`src/rtl/uart_tx_buf.sv`:
```
`default_nettype none
// ============================================================================
// Module   : uart_tx_buf
// Brief    : FIFO-buffered 8N1 UART transmitter, LSB first, idle-high txd.
//            Define UART_TX_PARITY_EN to insert an even-parity bit (8E1).
// Revision : 1.0 - initial release
// ============================================================================
module uart_tx_buf #(
    parameter int CLK_PER_BIT = 104,
    parameter int DEPTH_LOG2  = 4
) (
    input  logic       clk,
    input  logic       rst,
    input  logic       wr,
    input  logic [7:0] din,
    output logic       txd,
    output logic       busy,
    output logic       full,
    output logic       empty,
    output logic       ovf
);

    localparam int c_DEPTH  = 2 ** DEPTH_LOG2;
    localparam int c_BAUD_W = $clog2(CLK_PER_BIT);
    localparam int c_CNT_W  = DEPTH_LOG2 + 1;

    localparam logic [c_BAUD_W-1:0]   c_BAUD_LAST = c_BAUD_W'(CLK_PER_BIT - 1);
    localparam logic [c_BAUD_W-1:0]   c_BAUD_ONE  = c_BAUD_W'(1);
    localparam logic [DEPTH_LOG2-1:0] c_PTR_ONE   = DEPTH_LOG2'(1);
    localparam logic [c_CNT_W-1:0]    c_CNT_ONE   = c_CNT_W'(1);
    localparam logic [c_CNT_W-1:0]    c_CNT_FULL  = c_CNT_W'(c_DEPTH);

`ifdef UART_TX_PARITY_EN
    typedef enum logic [2:0] {
        S_IDLE   = 3'd0,
        S_START  = 3'd1,
        S_DATA   = 3'd2,
        S_PARITY = 3'd3,
        S_STOP   = 3'd4
    } state_t;
`else
    typedef enum logic [2:0] {
        S_IDLE  = 3'd0,
        S_START = 3'd1,
        S_DATA  = 3'd2,
        S_STOP  = 3'd4
    } state_t;
`endif

    state_t                state_q, state_d;
    logic [c_BAUD_W-1:0]   baud_q, baud_d;
    logic [2:0]            bit_q, bit_d;
    logic [7:0]            shift_q, shift_d;
    logic                  txd_q, txd_d;
    logic                  busy_q, busy_d;
`ifdef UART_TX_PARITY_EN
    logic                  parity_q, parity_d;
`endif

    logic [7:0]            mem_q [c_DEPTH];
    logic [DEPTH_LOG2-1:0] wr_ptr_q, wr_ptr_d;
    logic [DEPTH_LOG2-1:0] rd_ptr_q, rd_ptr_d;
    logic [c_CNT_W-1:0]    count_q, count_d;
    logic                  full_q, full_d;
    logic                  empty_q, empty_d;
    logic                  ovf_q, ovf_d;

    logic                  do_push;
    logic                  do_pop;
    logic                  baud_end;
    logic [7:0]            head;

    assign head    = mem_q[rd_ptr_q];
    assign do_push = wr & ~full_q;

    // Transmit sequencer; txd_d is the level for the cycle after this edge.
    always_comb begin
        state_d  = state_q;
        baud_d   = baud_q;
        bit_d    = bit_q;
        shift_d  = shift_q;
        txd_d    = txd_q;
        do_pop   = 1'b0;
`ifdef UART_TX_PARITY_EN
        parity_d = parity_q;
`endif
        baud_end = (baud_q == c_BAUD_LAST);

        case (state_q)
            S_IDLE: begin
                txd_d = 1'b1;
                if (!empty_q) begin
                    do_pop   = 1'b1;
                    state_d  = S_START;
                    baud_d   = '0;
                    shift_d  = head;
                    txd_d    = 1'b0;
`ifdef UART_TX_PARITY_EN
                    parity_d = ^head;
`endif
                end
            end
            S_START: begin
                if (baud_end) begin
                    state_d = S_DATA;
                    baud_d  = '0;
                    bit_d   = 3'd0;
                    txd_d   = shift_q[0];
                end else begin
                    baud_d  = baud_q + c_BAUD_ONE;
                end
            end
            S_DATA: begin
                if (baud_end) begin
                    baud_d = '0;
                    if (bit_q == 3'd7) begin
`ifdef UART_TX_PARITY_EN
                        state_d = S_PARITY;
                        txd_d   = parity_q;
`else
                        state_d = S_STOP;
                        txd_d   = 1'b1;
`endif
                    end else begin
                        bit_d   = bit_q + 3'd1;
                        shift_d = {1'b0, shift_q[7:1]};
                        txd_d   = shift_q[1];
                    end
                end else begin
                    baud_d = baud_q + c_BAUD_ONE;
                end
            end
`ifdef UART_TX_PARITY_EN
            S_PARITY: begin
                if (baud_end) begin
                    state_d = S_STOP;
                    baud_d  = '0;
                    txd_d   = 1'b1;
                end else begin
                    baud_d  = baud_q + c_BAUD_ONE;
                end
            end
`endif
            S_STOP: begin
                if (baud_end) begin
                    baud_d = '0;
                    // Back-to-back frames: reload straight into START, no idle bit.
                    if (!empty_q) begin
                        do_pop   = 1'b1;
                        state_d  = S_START;
                        shift_d  = head;
                        txd_d    = 1'b0;
`ifdef UART_TX_PARITY_EN
                        parity_d = ^head;
`endif
                    end else begin
                        state_d  = S_IDLE;
                        txd_d    = 1'b1;
                    end
                end else begin
                    baud_d = baud_q + c_BAUD_ONE;
                end
            end
            default: begin
                state_d = S_IDLE;
                baud_d  = '0;
                txd_d   = 1'b1;
            end
        endcase

        busy_d = (state_d != S_IDLE);
    end

    // FIFO bookkeeping; a write while full is dropped even if a pop frees a slot.
    always_comb begin
        wr_ptr_d = wr_ptr_q;
        rd_ptr_d = rd_ptr_q;
        count_d  = count_q;
        ovf_d    = ovf_q | (wr & full_q);

        if (do_push) begin
            wr_ptr_d = wr_ptr_q + c_PTR_ONE;
        end
        if (do_pop) begin
            rd_ptr_d = rd_ptr_q + c_PTR_ONE;
        end

        case ({do_push, do_pop})
            2'b10:   count_d = count_q + c_CNT_ONE;
            2'b01:   count_d = count_q - c_CNT_ONE;
            default: count_d = count_q;
        endcase

        full_d  = (count_d == c_CNT_FULL);
        empty_d = (count_d == '0);
    end

    always_ff @(posedge clk) begin
        if (do_push) begin
            mem_q[wr_ptr_q] <= din;
        end
    end

    always_ff @(posedge clk or negedge rst) begin
        if (!rst) begin
            state_q  <= S_IDLE;
            baud_q   <= '0;
            bit_q    <= 3'd0;
            shift_q  <= 8'd0;
            txd_q    <= 1'b1;
            busy_q   <= 1'b0;
`ifdef UART_TX_PARITY_EN
            parity_q <= 1'b0;
`endif
            wr_ptr_q <= '0;
            rd_ptr_q <= '0;
            count_q  <= '0;
            full_q   <= 1'b0;
            empty_q  <= 1'b1;
            ovf_q    <= 1'b0;
        end else begin
            state_q  <= state_d;
            baud_q   <= baud_d;
            bit_q    <= bit_d;
            shift_q  <= shift_d;
            txd_q    <= txd_d;
            busy_q   <= busy_d;
`ifdef UART_TX_PARITY_EN
            parity_q <= parity_d;
`endif
            wr_ptr_q <= wr_ptr_d;
            rd_ptr_q <= rd_ptr_d;
            count_q  <= count_d;
            full_q   <= full_d;
            empty_q  <= empty_d;
            ovf_q    <= ovf_d;
        end
    end

    assign txd   = txd_q;
    assign busy  = busy_q;
    assign full  = full_q;
    assign empty = empty_q;
    assign ovf   = ovf_q;

endmodule
`default_nettype wire

```
`config.mk`:
```
export PLATFORM = sky130hd
export DESIGN_NAME = uart_tx_buf
export DESIGN_NICKNAME = d
export VERILOG_FILES = /design/src/rtl/uart_tx_buf.sv
export SDC_FILE = /design/constraint.sdc
export NUM_CORES = 1
export LEC_CHECK = 0
export ABC_AREA = 0
export BUFFER_PORTS_ARGS = -buffer_cell sky130_fd_sc_hd__buf_2
export CAP_MARGIN = 20
export CORE_AREA = 2 2 138 100
export DETAILED_ROUTE_END_ITERATION = 7
export DIE_AREA = 0 0 140 102
export GPL_ROUTABILITY_DRIVEN = 1
export GPL_TIMING_DRIVEN = 0
export PLACE_DENSITY = 0.71
export SYNTH_ARGS = -nofsm -noshare
export SYNTH_HDL_FRONTEND = slang
export SYNTH_SLANG_ARGS = --single-unit
```
`constraint.sdc`:
```
create_clock -name clk -period 2.71 [get_ports clk]
set_input_delay 0.1355 -clock clk [delete_from_list [all_inputs] [get_ports clk]]
set_output_delay 0.1355 -clock clk [all_outputs]
set_load 0.03 [all_outputs]
```
# Yosys cells after proc, flatten, opt, wreduce, memory -nomap -nowiden
# Memories as Yosys holds them, arrays and structs flattened.
# Cells that the tools add are included.
dict set report totals {
  memories 1
  inputBits 11
  mem_bits_rw 128
  out_inout_bits 5
  wordCells 76
  register_bits 39
}
# name depth word_bits rd rd_clocked_by_memory_dff write_ports line_no
set mem_list {}
lappend mem_list {mem_q 16 8 1 0 1 60} ;# logic [7:0] mem_q [c_DEPTH];
dict set report classes {
  addsub 6
  mux 31
  n_bitwise 4
  n_reduce_logical 9
  n_eq_ne 13
}
# op n
set op_table {}
lappend op_table {{8-bit 2-to-1 mux} 4}
lappend op_table {{3-bit 2-to-1 mux} 8}
lappend op_table {{8-bit one-hot mux with 3 select lines} 1}
lappend op_table {{7-bit 2-to-1 mux} 2}
lappend op_table {{7-bit one-hot mux with 2 select lines} 1}
lappend op_table {{3-bit one-hot mux with 4 select lines} 1}
lappend op_table {{1-bit 2-to-1 mux} 10}
lappend op_table {{2-bit inequality test (second input constant)} 5}
lappend op_table {{5-bit one-hot mux with 2 select lines} 1}
lappend op_table {{4-bit by 1-bit adder with 4-bit output (second input constant)} 2}
lappend op_table {{4-bit AND reduction} 2}
lappend op_table {{7-bit by 1-bit adder with 7-bit output (second input constant)} 1}
lappend op_table {{7-bit == test (second input constant)} 1}
lappend op_table {{3-bit == test (second input constant)} 2}
lappend op_table {{3-bit one-hot mux with 2 select lines} 1}
lappend op_table {{3-bit nonzero test} 2}
lappend op_table {{5-bit by 1-bit adder with 5-bit output (second input constant)} 1}
lappend op_table {{5-bit == test (second input constant)} 1}
lappend op_table {{5-bit logical NOT} 1}
lappend op_table {{5-bit by 1-bit subtractor with 5-bit output (second input constant)} 1}
lappend op_table {{1-bit one-hot mux with 4 select lines} 1}
lappend op_table {{3-bit by 1-bit adder with 3-bit output (second input constant)} 1}
lappend op_table {{3-bit by 1-bit == test with 1-bit output (second input constant)} 1}
lappend op_table {{3-bit by 2-bit == test with 1-bit output (second input constant)} 1}
lappend op_table {{10 further kinds} 11}

# Logic depth before layout (Yosys ltp)
dict set report depth {
  word_depth 6
  depth_mapped 12
  mapped_depth_nobuf 12
}

# Least setup slack after synthesis
# OpenSTA, ideal clock, no wires.
dict set report synth_timing {
  kind {reg-to-reg}
  start {register baud_q[0]}
  end {register full_q (netlist: full)}
  n_path_buf 0
  arrival_time_ns 2.635
  path_stages_with_launch 13
  setup_slack_ns -0.052
  period_less_slack_ns 2.762
  required_time_ns 2.584
  setup_time_ns 0.126
  path_cell_list {dfrtp_1 -> ha_1 -> nand2_1 -> o21ai_1 -> nand3_1 -> inv_1 -> ha_1 -> a21oi_1 -> or3_4 -> o221ai_4 -> nor4b_1 -> o32ai_2 -> nor2b_2}
}
dict set report synth_via {
  elab_chain_len 6
  elab_cells_between_ends 7
  classes_between {eq/ne (4); mux (3)}
}
# element line_no
set synth_lines {}
lappend synth_lines {{from (decl)} 51} ;# logic [c_BAUD_W-1:0] baud_q, baud_d;
lappend synth_lines {{from (signal assigned)} 223} ;# baud_q <= baud_d;
lappend synth_lines {{7-bit == test (*)} 87} ;# baud_end = (baud_q == c_BAUD_LAST);
lappend synth_lines {{1-bit 2-to-1 mux (*)} 145} ;# if (baud_end) begin
lappend synth_lines {{1-bit one-hot mux with 2 select lines (*)} 89} ;# case (state_q)
lappend synth_lines {{2-bit by 1-bit == test with 1-bit output / 2-bit == test (equally long branches)} 188} ;# case ({do_push, do_pop})
lappend synth_lines {{5-bit one-hot mux with 2 select lines (*)} 188}
lappend synth_lines {{5-bit == test (*)} 194} ;# full_d = (count_d == c_CNT_FULL);
lappend synth_lines {{named net full_d} 64} ;# logic full_q, full_d;
lappend synth_lines {{to (signal assigned)} 234} ;# full_q <= full_d;
lappend synth_lines {{to (decl)} 64}
# The timed path passes the listed nets; every way through them passes the cells marked *.
# A chain may end at the register's enable or synchronous reset.

# Worst setup path after layout
dict set report layout_timing {
  start {register empty_q (netlist: empty)}
  end {register full_q (netlist: full)}
}
dict set report layout_via {
  elab_chain_len 6
  elab_cells_between_ends 7
  classes_between {eq/ne (3); mux (4)}
}
# element line_no
set layout_lines {}
lappend layout_lines {{from (decl)} 65} ;# logic empty_q, empty_d;
lappend layout_lines {{from (signal assigned)} 235} ;# empty_q <= empty_d;
lappend layout_lines {{1-bit 2-to-1 mux (*)} {92, 148}}
lappend layout_lines {{1-bit 2-to-1 mux} 145}
lappend layout_lines {{1-bit one-hot mux with 2 select lines (*)} 89}
lappend layout_lines {{2-bit by 1-bit == test with 1-bit output / 2-bit == test (equally long branches)} 188}
lappend layout_lines {{5-bit one-hot mux with 2 select lines (*)} 188}
lappend layout_lines {{5-bit == test (*)} 194}
lappend layout_lines {{named net full_d} 64}
# Marked as above.

==> results.py <==
metrics = {
    "clocking": {
        "htree_levels": 4,
        "cts_root_buf": "clkbuf_16",
        "insertion_delay_ns": 0.43,
        "cts_buffers": 17,
        "cts_tree": "yes",
        "clkTransAtPathRegs_ns": 0.07,
        "cts_buffer_depth": 2,
        "cts_sinks": 167,
    },
    "global_routing": {
        "grt_antenna_before_repair": 0,
        "grt_pass1_vias": 3859,
        "grt_pass1_wl_mm": 21.54,
        "gr-usage-all-layers": 0.2079,
        "grt_remaining_overflow": 0,
        "grt_start_max_net_pins": 40,
    },
    "critical_path": {
        "cp_max_fo": 4,
        "path_class": "reg -> reg",
        "r2r_cells": 11,
        "r2r_setup_slack_ns": 0.1,
        "worst-endpoint-arrival_ns": 2.93,
        "r2r_end": "full",
        "crit_required_ns": 3.02,
        "r2r_start": "empty",
        "cp-end-kind": "flip-flop",
        "worstSetupStartpointType": "flip-flop",
    },
    "finish": {
        "syn2layout_area_growth_pct": 15.54,
        "multi_input_area_um2": 2177,
        "fin_cells": 649,
        "layout-drive-gt1-share": 0.2940,
        "antenna_cells": 0,
        "layout_common_cells": "edfxtp_1, mux4_2, dfrtp_1, nand2_1, nor2_1",
        "final_common_cell": "edfxtp_1",
        "regArea_um2": 4823,
        "fill_cells": 880,
        "nNetsFinal": 491,
    },
    "sta": {
        "grt_setup_unrepaired": "true",
        "drv_slew": 0,
        "finalSetupTns_ns": 0,
        "setup_viol": 0,
        "hold_viol": 0,
        "holdWs_ns": 0.07779,
        "layout_setup_ws_ns": 0.09501,
        "tightestPinTransition_ns": 0.8945,
        "maxSlewHeadroom": 0.4015,
        "fmax_mhz": 382.4,
        "period_share": 0.9649,
        "fin_crit_ns": 2.615,
        "finalClockSkew_ns": 0.01228,
    },
    "synth": {
        "ys_seq_elements": 167,
        "syn_area_per_cell_um2": 16.70,
        "synth_area_um2": 7014,
        "yosysWarnings": 0,
        "synth_area_leaders": "edfxtp_1, dfrtp_1, mux4_2",
        "yosys.area.top_type": "edfxtp_1",
        "synthDistinctLibCells": 45,
        "synth_cells": 420,
        "syn_nets": 441,
        "synth_top_area_frac": 0.5480,
        "yosysSeqAreaShare": 0.6875,
    },
    "power": {
        "p_per_area_nw_per_um2": 917.6,
        "leakage_uw": 0.002806,
        "peakVddDrop_uv": 515.0,
        "total_power_uw": 7437,
    },
    "placement": {
        "post-dp-hpwl_mm": 8.984,
        "post-place-cells": 605,
        "dpl_worst_slack_ns": -0.4715,
        "place_congestion": 0.7753,
        "portBuffers": 15,
    },
    "detailed_routing": {
        "num_vias": 3770,
        "antenna_left": 0,
        "wl_mm": 13.65,
        "avgViaCountPerCell": 5.809,
        "drc": 0,
        "drt_iter0_drc": 382,
        "routedWlPerCell_um": 21.03,
        "first_pass_iters": 5,
    },
    "die": {
        "fp.dieW_um": 140,
        "initial_core_util": 0.5430,
        "core_area_um2": 12920,
        "dieHeight_um": 102,
        "row_count": 35,
        "die-area_um2": 14280,
        "io_pins": 16,
    },
    "worst_hold_path": {
        "holdPathEnd": "mem_q[13][0]",
        "hp-start": "din[0]",
        "min_path_cells": 1,
        "hp-class": "in -> reg",
    },
    "status": {
        "outcome": "finished clean",
    },
    "flow_run": {
        "drv_cap": 0,
    },
}
-- synth_stat cells --
cell type / number
mux4_2: 40
buf_2: 7
o21a_1: 1
or3_1: 1
and3_1: 1
nand4_1: 2
or2_2: 1
o21bai_1: 1
mux2_2: 5
inv_1: 8
nor2b_1: 5
nor4b_1: 3
o21ai_0: 11
a211oi_1: 1
clkbuf_1: 11
nor2b_2: 1
a2111oi_0: 1
nand2_1: 36
buf_4: 3
nand4bb_2: 1
nor2_1: 34
nor3_1: 7
a21o_1: 1
o221ai_4: 1
nor4b_4: 1
o31a_1: 1
a2bb2oi_1: 1
o21ai_1: 2
nor4_1: 4
a22o_1: 2
o32ai_2: 1
xnor2_1: 11
nor3b_1: 1
o31ai_1: 4
ha_1: 10
or3_4: 2
dfrtp_1: 37
edfxtp_1: 128
nand3_1: 9
xor2_1: 3
nor4_2: 1
dfstp_2: 2
a31oi_1: 7
nand2b_1: 4
a21oi_1: 6
-- stage by stage --
step | area [um2] | utilization
2_1_floorplan | 7018 | -
3_3_place_gp | 7301 | 0.5651
3_5_place_dp | 7326 | 0.5671
4_1_cts | 8014 | 0.6203
5_1_grt | 8104 | 0.6273
6_report | 8104 | 0.6273
-- power by group --
part / internal, uW / switching [uW] / leakage (uW) / total, uW
Sequential: 3150 / 192 / 0.00163 / 3340
Combinational: 827 / 958 / 0.000901 / 1790
Clock: 1220 / 1090 / 0.000277 / 2310
Total: 5190 / 2240 / 0.00281 / 7440
-- metal layers --
layer | global-route usage | vias to the layer above | part of all wire
met5 | 0 | - | 0
met4 | 0.05594 | 0 | 0.0078
met3 | 0.06092 | 11 | 0.052
met2 | 0.3338 | 84 | 0.48
met1 | 0.2863 | 1950 | 0.46
li1 | - | 1725 | -
-- registers in the layout (all words and copies together) (netlist names) --
name / count
mem_q: 128
shift_q: 8
baud_q: 7
count_q: 5
rd_ptr_q: 4
wr_ptr_q: 4
bit_q: 3
state_q: 3
busy: 1
empty: 1
full: 1
ovf: 1
txd: 1
-- cells by family (layout without fill, tap and decap cells) --
logic type | after synthesis | in the layout | synth area share
multiplexers | 45 | 45 | 0.1365
adder cells (fa/ha/maj) | 10 | 10 | 0.01784
flip-flops | 167 | 167 | 0.6875
AO/OA/AOI/OAI | 41 | 41 | 0.04067
buffers and inverters | 29 | 92 | 0.01837
XOR/XNOR | 14 | 14 | 0.01748
AND/OR/NAND/NOR | 114 | 114 | 0.08170
-- final cells by class --
cell class | instances | area share
Sequential cell | 167 | 0.5952
Multi-Input combinational cell | 224 | 0.2686
Clock buffer | 18 | 0.05296
Tap cell | 166 | 0.02563
Timing Repair Buffer | 32 | 0.02501
Clock inverter | 14 | 0.01698
Buffer | 20 | 0.01189
Inverter | 8 | 0.003705
-- worst max-delay path by stage --
| stage | start | end | slack, ns | depth (start not counted) |
|---|---|---|---|---|
| after floorplan | baud_q[0] | full | 0.01 | 12 |
| after global placement | baud_q[0] | full | -0.50 | 12 |
| after detailed placement | baud_q[0] | full | -0.47 | 12 |
| after CTS | baud_q[1] | full | 0.02 | 12 |
| after global routing | empty | full | -0.07 | 11 |
| final | empty | full | 0.1 | 11 |
-- critical path: stages (launching register included) --
cell	delay, ns
dfstp_2	0.39
or3_4	0.42
nor2_4	0.14
nand2_2	0.09
xnor2_2	0.14
ha_2	0.23
a21oi_2	0.06
or3_4	0.35
o221ai_4	0.19
nor4b_2	0.08
o32ai_2	0.33
nor2b_2	0.09
-- what timing repair did --
action	4_1_cts	5_1_grt
endpoints found under the setup margin	5	2
endpoints found under the hold margin	38	0
cloned	0	0
pin swaps	3	7
buffers inserted	5	6
hold buffers	2	0
gates resized for setup	14	9
Note: power is estimated with default switching activity, not from simulation.
